`config.mk`:
```
export PLATFORM = sky130hd
export DESIGN_NAME = mult_share_scheduler
export DESIGN_NICKNAME = d
export VERILOG_FILES = /design/src/rtl/mult_share_scheduler.sv
export SDC_FILE = /design/constraint.sdc
export NUM_CORES = 1
export LEC_CHECK = 0
export BUFFER_PORTS_ARGS = -buffer_cell sky130_fd_sc_hd__buf_2
export CORE_ASPECT_RATIO = 2
export CORE_MARGIN = 2
export CORE_UTILIZATION = 65
export CTS_BUF_LIST = sky130_fd_sc_hd__clkbuf_16
export CTS_CLUSTER_DIAMETER = 50
export DETAILED_ROUTE_END_ITERATION = 10
export PLACE_DENSITY = 0.89
export SYNTH_ARGS = -nofsm -noshare
export SYNTH_HDL_FRONTEND = slang
export SYNTH_SLANG_ARGS = --single-unit
```
`constraint.sdc`:
```
create_clock -name clk -period 19 [get_ports clk]
set_input_delay 3.8 -clock clk [delete_from_list [all_inputs] [get_ports clk]]
set_output_delay 3.8 -clock clk [all_outputs]
set_load 0.1 [all_outputs]
```
`src/rtl/mult_share_scheduler.sv`:
```
// Round-robin scheduler sharing one signed 16x16 Wallace multiplier.
// One operation in flight: grant, multiply, then hold the response.
module wallace_signed_multiplier_16 (
  input  logic signed [15:0] a,
  input  logic signed [15:0] b,
  output logic signed [31:0] p
);

  logic [31:0] a_ext;
  logic [31:0] l0 [16];
  logic [31:0] l1 [11];
  logic [31:0] l2 [8];
  logic [31:0] l3 [6];
  logic [31:0] l4 [4];
  logic [31:0] l5 [3];
  logic [31:0] l6 [2];

  function automatic logic [63:0] csa(
    input logic [31:0] x,
    input logic [31:0] y,
    input logic [31:0] z
  );
    logic [31:0] s;
    logic [31:0] c;
    s = x ^ y ^ z;
    c = ((x & y) | (x & z) | (y & z)) << 1;
    return {s, c};
  endfunction

  assign a_ext = {{16{a[15]}}, a};

  // b[15] weighs -2^15: its row is inverted and the +1 enters the final add
  always_comb begin
    for (int i = 0; i < 15; i++) begin
      l0[i] = b[i] ? (a_ext << i) : 32'd0;
    end
    l0[15] = b[15] ? ~(a_ext << 15) : 32'd0;
    for (int k = 0; k < 5; k++) begin
      {l1[2*k], l1[2*k+1]} = csa(l0[3*k], l0[3*k+1], l0[3*k+2]);
    end
    l1[10] = l0[15];
    for (int k = 0; k < 3; k++) begin
      {l2[2*k], l2[2*k+1]} = csa(l1[3*k], l1[3*k+1], l1[3*k+2]);
    end
    l2[6] = l1[9];
    l2[7] = l1[10];
    for (int k = 0; k < 2; k++) begin
      {l3[2*k], l3[2*k+1]} = csa(l2[3*k], l2[3*k+1], l2[3*k+2]);
    end
    l3[4] = l2[6];
    l3[5] = l2[7];
    for (int k = 0; k < 2; k++) begin
      {l4[2*k], l4[2*k+1]} = csa(l3[3*k], l3[3*k+1], l3[3*k+2]);
    end
    {l5[0], l5[1]} = csa(l4[0], l4[1], l4[2]);
    l5[2] = l4[3];
    {l6[0], l6[1]} = csa(l5[0], l5[1], l5[2]);
    p = l6[0] + l6[1] + {31'd0, b[15]};
  end

endmodule

module mult_share_scheduler #(
  parameter int NUM_REQ = 4,
  parameter int ID_W    = 2
) (
  input  logic                    clk,
  input  logic                    rst,
  input  logic [NUM_REQ-1:0]      req_valid,
  output logic [NUM_REQ-1:0]      req_ready,
  input  logic [NUM_REQ*16-1:0]   req_a,
  input  logic [NUM_REQ*16-1:0]   req_b,
  output logic                    resp_valid,
  input  logic                    resp_ready,
  output logic [31:0]             resp_product,
  output logic [ID_W-1:0]         resp_id,
  output logic                    busy,
  output logic [15:0]             op_count
);

  typedef enum logic [1:0] {
    IDLE,
    MUL,
    RESP
  } state_t;

  state_t state;
  state_t state_nx;

  logic [ID_W-1:0]    rr_ptr;
  logic [ID_W-1:0]    grant;
  logic [ID_W-1:0]    id_reg;
  logic               found;
  logic               req_hs;
  logic               resp_hs;
  logic signed [15:0] a_reg;
  logic signed [15:0] b_reg;
  logic signed [31:0] mul_p;
  logic signed [31:0] prod_reg;

  function automatic logic [ID_W-1:0] wrap_idx(
    input logic [ID_W-1:0] base,
    input int              k
  );
    int s;
    s = (int'(base) + k) % NUM_REQ;
    return ID_W'(s);
  endfunction

  wallace_signed_multiplier_16 u_mul (
    .a (a_reg),
    .b (b_reg),
    .p (mul_p)
  );

  // descending scan so the nearest valid slot after rr_ptr wins
  always_comb begin
    grant = '0;
    found = 1'b0;
    for (int k = NUM_REQ - 1; k >= 0; k--) begin
      if (req_valid[wrap_idx(rr_ptr, k)]) begin
        grant = wrap_idx(rr_ptr, k);
        found = 1'b1;
      end
    end
  end

  always_ff @(posedge clk) begin
    if (rst) begin
      state <= IDLE;
    end else begin
      state <= state_nx;
    end
  end

  always_comb begin
    state_nx = state;
    unique case (state)
      IDLE:    if (req_hs) state_nx = MUL;
      MUL:     state_nx = RESP;
      RESP:    if (resp_ready) state_nx = IDLE;
      default: state_nx = IDLE;
    endcase
  end

  always_comb begin
    req_ready  = '0;
    busy       = (state != IDLE);
    resp_valid = (state == RESP);
    if (state == IDLE && !rst && found) begin
      req_ready[grant] = 1'b1;
    end
  end

  assign req_hs       = |(req_valid & req_ready);
  assign resp_hs      = resp_valid & resp_ready;
  assign resp_product = prod_reg;
  assign resp_id      = id_reg;

  always_ff @(posedge clk) begin
    if (rst) begin
      rr_ptr   <= '0;
      id_reg   <= '0;
      a_reg    <= '0;
      b_reg    <= '0;
      prod_reg <= '0;
      op_count <= '0;
    end else begin
      if (req_hs) begin
        a_reg  <= req_a[{grant, 4'b0000} +: 16];
        b_reg  <= req_b[{grant, 4'b0000} +: 16];
        id_reg <= grant;
        rr_ptr <= wrap_idx(grant, 1);
      end
      if (state == MUL) begin
        prod_reg <= mul_p;
      end
      if (resp_hs) begin
        op_count <= op_count + 16'd1;
      end
    end
  end

endmodule

```
==> results.py <==
metrics = {
    "yosys": {
        "synth_edf_count": 0,
        "yosys_warnings": 0,
        "synth_fa_ha_area_share_pct": 44.8,
        "synth_compound_area_share_pct": 8.82,
        "synth_ff_type": "dfxtp_1",
        "async_reset_ff_share_pct": 0,
        "synthDistinctLibCells": 50,
        "yosysSeqAreaShare_pct": 12.7,
        "synth_cells": 1605,
        "synthesis.nets": 2070,
        "synthSimpleGateAreaFrac_pct": 21.5,
        "syn_area_um2": 13600,
        "synth_mux_area_share_pct": 0.148,
        "ys_seq_elements": 86,
        "avgSynthCellArea_um2": 8.44,
        "synthXorXnorAreaFrac_pct": 2.97,
        "synth_top_family_by_area": "adder cells",
    },
    "floorplanning": {
        "start_util_pct": 66.2,
        "dieArea_um2": 22100,
        "die_h_um": 208,
        "die_w_um": 106,
        "core.rowCount": 74,
        "ios": 191,
        "core_area_um2": 20500,
    },
    "hold_path": {
        "worstHoldStart": "resp_product[9]$_SDFFE_PP0N_",
        "hold_path_end": "resp_product[9]$_SDFFE_PP0N_",
        "hold_depth": 2,
        "min_path_type": "reg2reg",
    },
    "drt": {
        "first_iter_violations": 693,
        "wl_met3_um": 2390,
        "drcViolationCount": 0,
        "met1_length_um": 11000,
        "wire_per_inst_um": 17.9,
        "drtPass1Iterations": 9,
        "dr_wl_met2_um": 19300,
        "antenna_left": 0,
        "routed_via_density": 5.84,
        "drt-total-wl_um": 35700,
        "vias": 11700,
        "highest_layer": "met4",
    },
    "clock_tree": {
        "clockBufferDepth": 2,
        "cts_setup_buffers": 0,
        "cts.repair.resized": 0,
        "tritoncts": "yes",
        "clkTransAtPathRegs_ns": 0.07,
        "h-tree-depth": 3,
        "cts.sinks": 86,
        "cts_buffers": 9,
        "cts-root-buf": "clkbuf_16",
        "hold_buffers": 0,
        "clk_latency_ns": 0.37,
    },
    "final_layout": {
        "fillCellCount": 1516,
        "nets": 2191,
        "antenna-diode-count": 0,
        "finalNonFillerCells": 1997,
        "final_common_cell": "nand2_1",
        "largest_reg_flops": 32,
        "area_growth_pct": 9.70,
        "layout_common_cells": "nand2_1 (321), fa_1 (259), inv_1 (238), buf_2 (190), and2_1 (118)",
        "layout-drive-gt1-share_pct": 12.8,
    },
    "timing": {
        "hold_ws_ns": 0.448,
        "fin_crit_ns": 10.47,
        "fin_crit_sh_pct": 55.1,
        "tns_ns": 0,
        "hold_violations": 0,
        "slew_viol_final": 0,
        "fmax_ghz": 0.0955,
        "tightest_slew_ns": 1.09,
        "setup_viol": 0,
        "rsz0062_at_grt": "no",
        "slew_headroom_pct": 27.5,
        "clock_skew_ns": 0.0145,
    },
    "global_route": {
        "grt_util_all_layers_pct": 33.9,
        "grt_start_max_net_pins": 89,
        "overflow": 0,
        "antenna_found_initial": 0,
        "grt_pass1_vias": 13000,
        "grt_first_pass_wirelength_um": 58900,
    },
    "place": {
        "hpwl_um": 28300,
        "place_congestion": 0.950,
        "place_inst": 1981,
        "portBuffers": 190,
    },
    "power_and_ir_drop": {
        "power.total_uw": 761,
        "powerDensity_nw_per_um2": 51.2,
        "leakagePower_nw": 6.46,
        "peakVddDrop_uv": 81.9,
    },
    "critical_path": {
        "crit_top_cell": "buf_2",
        "reg2reg_depth": 20,
        "r2r_end": "resp_product[28]$_SDFFE_PP0N_",
        "r2r_slack_ns": 12.02,
        "required_ns": 15.20,
        "end_kind": "output port",
        "critPathMaxFanout": 36,
        "start_kind": "primary input",
        "slowest_stage": "o22ai_2",
        "worstPathArrival_ns": 6.67,
        "worstPathCellList": "buf_2 -> nor2b_1 -> nor2_1 -> o22ai_2 -> inv_1 -> ha_1 -> and2_1 -> buf_2",
        "max_stage_delay_ns": 0.82,
        "setup.worst_path.class": "in2out",
        "reg2reg_from": "b_reg[9]$_SDFFE_PP0P_",
    },
    "flow_run": {
        "cap_violations": 0,
    },
    "status": {
        "outcome": "finished, final reports clean",
    },
}
cell usage after synthesis (17+ instances only):
library cell,count,share of area (%)
a21oi_1,90,3.3
a311oi_1,33,2.1
and2_1,118,5.4
and3_1,38,1.8
clkbuf_1,74,2.0
dfxtp_1,86,13
fa_1,259,38
ha_1,71,6.6
inv_1,239,6.6
nand2_1,322,8.9
nand2b_1,21,0.97
nor2_1,83,2.3
o21ai_0,18,0.66
xnor2_1,29,1.9
xor2_1,17,1.1
stage by stage:
step / setup slack (ns) / utilization (%) / cell area [um2]
after CTS: 8.56 / 72.7 / 14900
final: 8.53 / 72.7 / 14900
after global placement: 8.63 / 71.2 / 14600
after global routing: 8.18 / 72.7 / 14900
after floorplan: 9.24 / - / 13600
after detailed placement: 8.58 / 71.2 / 14600
worst max-delay path by stage:
stage	from	endpoint	slack, ns	depth (start not counted)
after global routing	req_valid[0]	req_ready[3]	8.18	8
final	req_valid[0]	req_ready[3]	8.53	8
after floorplan	req_valid[0]	req_ready[3]	9.24	9
after CTS	req_valid[0]	req_ready[3]	8.56	8
after detailed placement	req_valid[0]	req_ready[3]	8.58	8
after global placement	req_valid[0]	req_ready[2]	8.63	9
layer usage:
layer | track usage [%] | vias to the layer above
met5 | 0 | -
met4 | 23.5 | 0
met3 | 5.80 | 221
met2 | 62.4 | 585
met1 | 33.6 | 5628
li1 | - | 5221
critical path, delay by kind of cell:
kind,cells,cell delay (ns)
AOI/OAI and AO/OA,1,0.82
and+or+nand+nor,3,0.40
adders and majority gates,1,0.47
buffers and inverters,3,1.17
power breakdown:
group          switching (mW)  total, mW  internal, mW
Clock                  0.0848      0.178        0.0928
Combinational           0.223      0.338         0.116
Sequential             0.0500      0.245         0.195
logic make-up after synthesis:
| logic type | count (synthesis) |
|---|---|
| AO/OA/AOI/OAI | 186 |
| XOR/XNOR | 46 |
| adder cells (fa/ha/maj) | 330 |
| buffers and inverters | 325 |
| flip-flops | 86 |
| multiplexers | 2 |
| AND/OR/NAND/NOR | 630 |
area by class of cell:
cell class              count  area (um2)  area share (%)
flip-flops and latches     86        1720            11.6
repair buffers            196         996            6.70
clock buffers               9         225            1.51
well taps                 266         333            2.24
multi-input cells        1194       10600            71.4
clock inverters             7        75.1           0.505
inverters                 239         897            6.03
No activity file was read; power rests on OpenSTA's default activity.
